## config.mk

```make
export PLATFORM = sky130hd
export DESIGN_NAME = wave_codeword_out
export DESIGN_NICKNAME = d
export VERILOG_FILES = /design/src/rtl/wcu_pkg.sv /design/src/rtl/cw_channel.sv /design/src/rtl/wave_codeword_out.sv
export SDC_FILE = /design/constraint.sdc
export NUM_CORES = 1
export LEC_CHECK = 0
export CAP_MARGIN = 20
export CORE_AREA = 2 2 116 118
export DETAILED_ROUTE_END_ITERATION = 8
export DIE_AREA = 0 0 118 120
export HOLD_SLACK_MARGIN = 0.1
export PLACE_DENSITY = 0.49
export SYNTH_ARGS = -nofsm -noshare
export SYNTH_HDL_FRONTEND = slang
export SYNTH_SLANG_ARGS = --single-unit
export TNS_END_PERCENT = 10
```

## constraint.sdc

```tcl
create_clock -name clk -period 6.7 [get_ports clk]
set_clock_uncertainty 0.05 [all_clocks]
set_input_delay 1.34 -clock clk [delete_from_list [all_inputs] [get_ports clk]]
set_output_delay 1.34 -clock clk [all_outputs]
set_load 0.02 [all_outputs]
```

## src/rtl/wcu_pkg.sv

```systemverilog
// Shared definitions for the wave control unit: channel FSM encoding and
// the trigger/codeword width shared with the FIFO and timing control units.
package wcu_pkg;

  localparam int WCU_WIDTH = 8;

  typedef enum logic [1:0] {
    IDLE = 2'd0,
    ARM  = 2'd1,
    HOLD = 2'd2,
    GAP  = 2'd3
  } cw_state_t;

endpackage

```

## src/rtl/cw_channel.sv

```systemverilog
// One codeword output channel: accepts a trigger word, optionally waits for
// its peer, then holds the codeword for HOLD_CYCLES and idles for GAP_CYCLES.
module cw_channel
  import wcu_pkg::*;
#(
  parameter int WIDTH       = WCU_WIDTH,
  parameter int HOLD_CYCLES = 4,
  parameter int GAP_CYCLES  = 1,
  parameter int CNT_W       = 16
) (
  input  logic             clk,
  input  logic             rst,
  input  logic             align,
  input  logic             peer_armed,
  input  logic             trg_valid,
  input  logic [WIDTH-1:0] trg_word,
  output logic             trg_ready,
  output logic [WIDTH-1:0] cw,
  output logic             cw_strobe,
  output logic [CNT_W-1:0] issued_cnt,
  output logic             armed,
  output cw_state_t        state
);

  localparam logic [7:0] HOLD_INIT = 8'(HOLD_CYCLES - 1);
  localparam logic [7:0] GAP_INIT  = 8'((GAP_CYCLES > 0) ? GAP_CYCLES - 1 : 0);
  localparam logic [CNT_W-1:0] CNT_ONE = {{(CNT_W-1){1'b0}}, 1'b1};

  cw_state_t        state_q, state_d;
  logic [WIDTH-1:0] word_q, word_d;
  logic [7:0]       cnt_q, cnt_d;
  logic [CNT_W-1:0] issued_q, issued_d;
  logic [WIDTH-1:0] cw_q, cw_d;
  logic             strobe_q, strobe_d;
  logic             enter_hold;

  // Handshake: a word transfers on the rising edge where trg_valid and
  // trg_ready are both high; trg_ready is a Moore output of state and rst.
  assign trg_ready  = (state_q == IDLE) && !rst;
  assign armed      = (state_q == ARM);
  assign state      = state_q;
  assign cw         = cw_q;
  assign cw_strobe  = strobe_q;
  assign issued_cnt = issued_q;

  always_comb begin
    state_d = state_q;
    word_d  = word_q;
    cnt_d   = cnt_q;
    case (state_q)
      IDLE: begin
        if (trg_valid) begin
          word_d = trg_word;
          // zero words are consumed but never emitted
          if (trg_word != '0) begin
            if (align) begin
              state_d = ARM;
            end else begin
              state_d = HOLD;
              cnt_d   = HOLD_INIT;
            end
          end
        end
      end
      ARM: begin
        if (peer_armed || !align) begin
          state_d = HOLD;
          cnt_d   = HOLD_INIT;
        end
      end
      HOLD: begin
        if (cnt_q == 8'd0) begin
          if (GAP_CYCLES == 0) begin
            state_d = IDLE;
          end else begin
            state_d = GAP;
            cnt_d   = GAP_INIT;
          end
        end else begin
          cnt_d = cnt_q - 8'd1;
        end
      end
      GAP: begin
        if (cnt_q == 8'd0) state_d = IDLE;
        else               cnt_d   = cnt_q - 8'd1;
      end
      default: state_d = IDLE;
    endcase

    // outputs are registered, so they are computed from the next state
    enter_hold = (state_d == HOLD) && (state_q != HOLD);
    cw_d       = (state_d == HOLD) ? word_d : '0;
    strobe_d   = enter_hold;
    issued_d   = (enter_hold && (issued_q != '1)) ? issued_q + CNT_ONE : issued_q;
  end

  always_ff @(posedge clk) begin
    if (rst) begin
      state_q  <= IDLE;
      word_q   <= '0;
      cnt_q    <= '0;
      issued_q <= '0;
      cw_q     <= '0;
      strobe_q <= 1'b0;
    end else begin
      state_q  <= state_d;
      word_q   <= word_d;
      cnt_q    <= cnt_d;
      issued_q <= issued_d;
      cw_q     <= cw_d;
      strobe_q <= strobe_d;
    end
  end

endmodule

```

## src/rtl/wave_codeword_out.sv

```systemverilog
// Two-channel codeword output stage between the timing control units and the
// AWG; the channels pair up through armed/peer_armed when align is high.
module wave_codeword_out
  import wcu_pkg::*;
#(
  parameter int WIDTH       = WCU_WIDTH,
  parameter int HOLD_CYCLES = 4,
  parameter int GAP_CYCLES  = 1,
  parameter int CNT_W       = 16
) (
  input  logic             clk,
  input  logic             rst,
  input  logic             align,
  input  logic             trg1_valid,
  input  logic [WIDTH-1:0] trg1_word,
  output logic             trg1_ready,
  input  logic             trg2_valid,
  input  logic [WIDTH-1:0] trg2_word,
  output logic             trg2_ready,
  output logic [WIDTH-1:0] cw1,
  output logic             cw1_strobe,
  output logic [WIDTH-1:0] cw2,
  output logic             cw2_strobe,
  output logic [CNT_W-1:0] issued1_cnt,
  output logic [CNT_W-1:0] issued2_cnt,
  output cw_state_t        state1,
  output cw_state_t        state2
);

  logic armed1, armed2;

  cw_channel #(
    .WIDTH(WIDTH), .HOLD_CYCLES(HOLD_CYCLES), .GAP_CYCLES(GAP_CYCLES), .CNT_W(CNT_W)
  ) u_ch1 (
    .clk(clk), .rst(rst), .align(align), .peer_armed(armed2),
    .trg_valid(trg1_valid), .trg_word(trg1_word), .trg_ready(trg1_ready),
    .cw(cw1), .cw_strobe(cw1_strobe), .issued_cnt(issued1_cnt),
    .armed(armed1), .state(state1)
  );

  cw_channel #(
    .WIDTH(WIDTH), .HOLD_CYCLES(HOLD_CYCLES), .GAP_CYCLES(GAP_CYCLES), .CNT_W(CNT_W)
  ) u_ch2 (
    .clk(clk), .rst(rst), .align(align), .peer_armed(armed1),
    .trg_valid(trg2_valid), .trg_word(trg2_word), .trg_ready(trg2_ready),
    .cw(cw2), .cw_strobe(cw2_strobe), .issued_cnt(issued2_cnt),
    .armed(armed2), .state(state2)
  );

endmodule

```

Word-level counts from Yosys, hierarchy flattened --
Index checks and enable logic that the tools add are counted.
Word-level totals: register bits 86, logic and storage cells 90
Cells by class: add/subtract/negate cells 4, eq/ne operators 22, mux-type cells 30, bitwise operators 2, reduce and logical (&&, ||, !) cells 20
Operator list (count):
- two-way mux 8 bit | 15
- one-hot mux 8 bit (4 select lines) | 2
- adder 16 x 1 -> 16 bit (second input constant) | 2
- inequality test 16 bit (second input constant) | 2
- two-way mux 2 bit | 11
- inequality test 2 bit (second input constant) | 11
- zero test 8 bit | 2
- one-hot mux 2 bit (4 select lines) | 2
- nonzero test 8 bit | 2
- subtractor 8 x 1 -> 8 bit (second input constant) | 2
- equality test 2 bit (second input constant) | 6
- AND reduction 5 bit | 2
- logical AND 1 bit | 6
- equality test 2 x 1 -> 1 bit (second input constant) | 2
- zero test 2 bit | 2
- OR reduction 2 bit | 2
- zero test 1 bit | 2
- logical OR 1 bit | 2
- inequality test 2 x 1 -> 1 bit (second input constant) | 1
- NOT 1 bit | 2

Logic depth before layout (Yosys ltp) --
Gate-level depths: netlist of run 1.
depth after elaboration 7, mapped depth 9

Modules after synthesis --
Synthesis of run 1 repeated with hierarchy kept, for this count alone.
Unflattened totals: cell total of the unflattened synthesis 452, area total of the unflattened synthesis 3943.8 um2
Modules (own cells, without submodules):
- cw_channel | times used 2, cells an instance 226, area an instance 1971.9 um2

Worst setup path before layout of run 1 --
Ideal clock, no wire load.
path type input -> output, start point input port rst, end point output port trg1_ready, arrival 2146 ps, required time 5310 ps, setup slack 3164 ps, cell stages on the path 3, path buffers 2, cell sequence clkbuf_1 -> clkbuf_1 -> nor3_1
Between the ends: word-level cells in the longest chain between the ends 2
RTL lines:
- from (decl) | RTL line wave_codeword_out.sv:12 | input logic rst,
- zero test 1 bit | RTL line cw_channel.sv:39 | assign trg_ready = (state_q == IDLE) && !rst;
- logical AND 1 bit | RTL line cw_channel.sv:39
- to (decl) | RTL line wave_codeword_out.sv:16 | output logic trg1_ready,
Every way passes these cells.

Worst setup path in the final report of run 1 --
Ends and elaborated chain as after synthesis.

==> results.yml, run 1 <==
run_status:
  outcome: "completed"
clock_tree:
  cts_sinks: 86
  postCtsHoldBufs: 0
  cts.clk_slew.worst_paths_ns: 0.06
  cts_tree: "done"
  h-tree-depth: 3
  clock_path_buffers: 2
  cts_resized: 0
  root_buffer: "clkbuf_16"
  cts_setup_buffers: 0
  clk_latency_ns: 0.33
  numCtsBuffers: 9
critical_path:
  r2r_end: "u_ch2.issued_cnt[11]"
  critical_path.startpoint: "rst"
  reg2reg_depth: 6
  r2r_slack_ns: 4.11
  cpPeakStageDelay_ns: 0.64
  worstPathRequired_ns: 5.31
  cp_top_family: "buffers and inverters"
  worstPathArrival_ns: 2.64
  path_cells: "buf_2 -> buf_4 -> nor3_1 -> clkdlybuf4s50_1"
  path_class: "in2out"
  cp_num_buf_inv: 3
  worstPathMaxFanout: 61
  crit_path_end_kind: "primary output"
  reg2reg_from: "u_ch2.state[0]"
  start_kind: "input port"
  cp.depth: 4
  crit_slowest_cell: "clkdlybuf4s50_1"
drt:
  drt-wirelength-per-cell_um: 13.79
  drt_pre_antenna_iters: 5
  drc_errors: 0
  vias_per_cell: 5.016
  antenna_left: 0
  wl_mm: 9.543
  first_iter_violations: 120
  vias: 3471
global_routing:
  top_usage_layer: "met2"
  grtUsageTotal: 0.1378
  grt_max_degree: 62
  grt_antenna_before_repair: 0
  met1_usage: 0.1726
  grt_overflow: 0
  use_met2: 0.2315
  grt_pass1_wl_mm: 16.06
  grt_pass1_vias: 3281
  grt_util_met3: 0.02376
logic_synthesis:
  yosysWarnings: 0
  synthFlopType: "dfxtp_1"
  syn-num-nets: 466
  synth_edf_count: 0
  synth_area_um2: 3767
  synth_area_per_cell_um2: 8.582
  ys_types: 47
  synthCells: 439
  synth_seq_cells: 86
  seq_area_frac_synth: 0.4570
  async_flop_share: 0
timing:
  worst_pin_slew_ns: 0.9159
  slew_headroom: 0.3881
  post-route-period-util: 0.6021
  hold_viol_final: 0
  rsz0062_at_grt: "no"
  tns_ns: 0
  drv_slew: 0
  timing.fmax_ghz: 0.2479
  period_needed_ns: 4.034
  setup_viol: 0
placement:
  port_buffers: 76
  dp.final_hpwl_mm: 6.665
  gp_congestion: 0.7667
  placed_cell_area_um2: 4672
floorplan:
  num_io_pins: 77
  chipHeight_um: 120
  dieArea_um2: 14160
  num_rows: 42
  die_w_um: 118
  initial_utilization: 0.2902
  core-area_um2: 12980
min_path:
  min_to: "u_ch1.word_q[2]"
  hold_start: "u_ch1.word_q[2]"
  min_path_type: "reg2reg"
  whs_path_depth: 2
final_layout:
  finalInstanceArea_um2: 4955
  area_growth_pct: 31.52
  final_cell_mix: "dfxtp_1 (86), clkdlybuf4s50_1 (75), a21oi_1 (55)"
  n_antenna_cell: 0
  drive_above_1_share: 0.05426
  nets: 538
  mostFrequentLayoutCell: "dfxtp_1"
power_and_ir_drop:
  p_leak_nw: 1.629
  peakVddDrop_v: 0.0001139
  power_density_nw_per_um2: 274.4
flow_run:
  max_cap_violations: 0
-- worst min-delay path, cell delays in order, from the launching register on --
cell and delay [ns]:
dfxtp_1 0.30, nand2_1 0.04, a21oi_1 0.06
-- report_power, final --
| group | internal (mW) | total (mW) | switching, mW |
|---|---|---|---|
| clock | 0.261 | 0.459 | 0.198 |
| combinational | 0.124 | 0.303 | 0.180 |
| sequential | 0.556 | 0.597 | 0.0412 |
-- stage by stage --
stage / power, mW / setup WS, ns / hold WS, ns / utilization / instances
6_report: 1.360 / 2.666 / 0.4046 / 0.3817 / 692
5_1_grt: 1.437 / 2.575 / 0.4278 / 0.3817 / 692
4_1_cts: 1.377 / 2.658 / 0.4080 / 0.3808 / 690
3_5_place_dp: 0.9106 / 2.651 / 0.3993 / 0.3599 / 674
3_3_place_gp: 0.9033 / 2.681 / 0.3905 / 0.3599 / 674
2_1_floorplan: 0.8134 / 3.164 / 0.3839 / - / 439
-- per-layer routing --
layer  wire length [um]  share of wire
met1               4673           0.49
met2               4393           0.46
met3                300          0.031
met4                176          0.018
met5                  0              0
-- sequential cells by signal, summed over array words and instances (netlist names) --
name	flops
u_ch1.state	2
u_ch2.cw_strobe	1
u_ch1.cw	8
u_ch1.cnt_q	8
u_ch1.cw_strobe	1
u_ch1.issued_cnt	16
u_ch2.cw	8
u_ch2.cnt_q	8
u_ch2.word_q	8
u_ch2.state	2
u_ch1.word_q	8
u_ch2.issued_cnt	16
-- how the worst max path moves through the flow --
stage | end
after floorplan | trg1_ready
after global placement | trg1_ready
after detailed placement | trg1_ready
after CTS | trg1_ready
after global routing | trg2_ready
final | trg1_ready
-- synth_stat cells, types with 2 or more instances --
master	instances	share of area
nor3b_1	2	0.0040
o31ai_1	16	0.032
a41o_1	2	0.0053
o21ai_0	11	0.015
clkbuf_1	11	0.011
xnor2_1	6	0.014
nor2b_1	19	0.032
buf_6	3	0.0090
and4_1	3	0.0070
buf_2	5	0.0066
and3_1	6	0.010
o21a_1	4	0.0080
nand4_1	7	0.012
nor2_1	23	0.023
o41ai_1	2	0.0047
inv_1	11	0.011
a21oi_1	56	0.074
nand3_1	19	0.025
or4_1	19	0.038
dfxtp_1	86	0.46
nand2b_1	2	0.0033
or3_1	13	0.022
nand2_1	52	0.052
nor3_1	11	0.015
a31oi_1	2	0.0033
mux2_2	3	0.0090
xor2_1	6	0.014
nor4_1	13	0.022
a41oi_1	2	0.0047
ha_1	6	0.020
or3b_1	2	0.0047
-- area by class of cell --
cell class,instances,area (um^2)
fillers,1346,8025
multi-input cells,322,1911
flip-flops and latches,86,1722
repair buffers,81,790.8
clock buffers,13,250.2
well taps,176,220.2
inverters,11,41.29
clock inverters,3,20.02
-- kinds of logic (layout without fill, tap and decap cells) --
family | count (synthesis) | in the layout | share of synthesized area
and+or+nand+nor | 198 | 198 | 0.2823
buffers and inverters | 31 | 108 | 0.03852
muxes | 4 | 4 | 0.01162
AOI/OAI and AO/OA | 102 | 102 | 0.1627
xor gates and xnor gates | 12 | 12 | 0.02790
DFF | 86 | 86 | 0.4570
adders and majority gates | 6 | 6 | 0.01993
(Power assumes the default switching activity.)
==> run 2, diff against run 1 <==
Settings changed: PLACE_DENSITY 0.49 to 0.51.
Clock period 6.7 ns to 3.7 ns, I/O delays scaled along.
==> run 2 against run 1 <==
  * Sequential share of layout area barely moved
  * Non-clock buffer count rose by 1
  * Clock-buffer cell count fell by 1
  * Global-route usage fell by 0.11 points
  * Via count rose by 0.40%
  * Largest cell class unchanged
==> results.yml, run 2 (synthesis results as in run 1) <==
floorplan:
  dieArea_um2: 14160
  core-area_um2: 12980
  initial_utilization: 0.2902
  num_rows: 42
  chipHeight_um: 120
  die_w_um: 118
  num_io_pins: 77
timing:
  setup_ws_ns: 0.8029
  timing.fmax_ghz: 0.3452
  post-route-period-util: 0.7830
  worst_pin_slew_ns: 0.8772
  period_needed_ns: 2.897
  setup_viol: 0
  tns_ns: 0
  hold_viol_final: 0
  rsz0062_at_grt: "no"
  slew_headroom: 0.4098
  drv_slew: 0
critical_path:
  worstPathMaxFanout: 24
  worstPathArrival_ns: 3.10
  crit_path_end_kind: "flip-flop"
  critical_path.startpoint: "trg1_word[1]"
  start_kind: "input port"
  path_class: "in2reg"
  cp_top_family: "simple AND/OR/NAND/NOR gates"
  path_cells: "clkdlybuf4s50_1 -> nor4_1 -> a211oi_2 -> nor2_2 -> nand3_1 -> a21oi_1"
  cp_num_buf_inv: 1
  cpPeakStageDelay_ns: 0.65
  r2r_slack_ns: 1.28
  reg2reg_from: "u_ch1.state[0]"
  crit_slowest_cell: "nor2_2"
  worstPathRequired_ns: 3.90
min_path:
  hold_start: "u_ch1.word_q[1]"
  min_path_type: "reg2reg"
clock_tree:
  clk_latency_ns: 0.33
  numCtsBuffers: 9
  cts_sinks: 86
  h-tree-depth: 3
  cts_tree: "done"
  cts_setup_buffers: 0
  clock_path_buffers: 2
  postCtsHoldBufs: 0
  root_buffer: "clkbuf_16"
  cts_resized: 0
  cts.clk_slew.worst_paths_ns: 0.06
final_layout:
  final_cell_mix: "dfxtp_1 (86), clkdlybuf4s50_1 (75), a21oi_1 (55)"
  mostFrequentLayoutCell: "dfxtp_1"
  regArea_um2: 1722
  n_antenna_cell: 0
  nFillCells: 1334
  nets: 539
  drive_above_1_share: 0.05447
  multi_input_area_um2: 1911
  area_growth_pct: 31.55
  stdcell_count: 690
placement:
  port_buffers: 76
  pre_cts_slack_ns: 0.4679
  dp.final_hpwl_mm: 6.686
  placed_cells: 676
  gp_congestion: 0.7998
run_status:
  outcome: "completed"
power_and_ir_drop:
  clockPowerShare: 0.335
  internal-power_mw: 1.713
  power_density_nw_per_um2: 494.4
  finalPower_mw: 2.450
  combPwrFrac: 0.224
  switchingPower_uw: 737.6
  switching_share: 0.3010
  power_frac_seq: 0.441
  p_leak_nw: 1.635
  peakVddDrop_v: 0.0001949
drt:
  antenna_left: 0
  first_iter_violations: 239
  drt-wirelength-per-cell_um: 13.69
  drt_pre_antenna_iters: 4
  wl_mm: 9.447
  drc_errors: 0
  vias: 3485
  vias_per_cell: 5.051
global_routing:
  grt_pass1_wl_mm: 15.88
  grtUsageTotal: 0.1367
  grt_pass1_vias: 3290
  grt_antenna_before_repair: 0
  grt_overflow: 0
  grt_max_degree: 41
flow_run:
  max_cap_violations: 0
[run 2: power groups by stage]
| stage | Combinational, mW | Clock (mW) | Sequential (mW) |
|---|---|---|---|
| finish | 0.549 | 0.820 | 1.08 |
| global route | 0.615 | 0.890 | 1.09 |
| CTS | 0.548 | 0.856 | 1.08 |
| detailed placement | 0.544 | 0 | 1.10 |
| global placement | 0.539 | 0 | 1.10 |
| floorplan | 0.366 | 0 | 1.11 |
[run 2: stage by stage]
stage | area (um^2) | utilization | hold slack (ns)
2_1_floorplan | 3767 | - | 0.3839
3_3_place_gp | 4687 | 0.3611 | 0.3923
3_5_place_dp | 4687 | 0.3611 | 0.3991
4_1_cts | 4951 | 0.3814 | 0.4092
5_1_grt | 4956 | 0.3818 | 0.4239
6_report | 4956 | 0.3818 | 0.4063
[run 2: layout make-up]
type | instances | share of cell area
timing repair buffer | 82 | 0.1611
multi-input combinational | 322 | 0.3855
clock inverter | 1 | 0.001515
inverter | 11 | 0.008331
tap | 176 | 0.04443
sequential | 86 | 0.3474
clock buffer | 12 | 0.05175
[run 2: per-layer routing]
metal | part of all wire | vias to the layer above | wire length, um | GRT usage
met4 | 0.020 | 0 | 187 | 0.07530
met3 | 0.032 | 12 | 307 | 0.01996
met5 | 0 | - | 0 | 0
li1 | - | 1748 | - | -
met1 | 0.50 | 1658 | 4681 | 0.1851
met2 | 0.45 | 67 | 4271 | 0.2093
[run 2: path summary, 6_finish.rpt]
kind | end | cells past startpoint
worst max-delay path | u_ch1.cnt_q[4] | 6
worst max register to register | u_ch1.issued_cnt[4] | 5
worst min register to register | u_ch1.word_q[1] | 2
worst min-delay path | u_ch1.word_q[1] | 2
[run 2: worst register-to-register path, cell delays in order (launching register included)]
cell and delay, ns:
dfxtp_1 0.41, or3b_1 0.58, a211oi_2 0.38, nor2_2 0.24, or4_1 0.56, a21oi_1 0.15
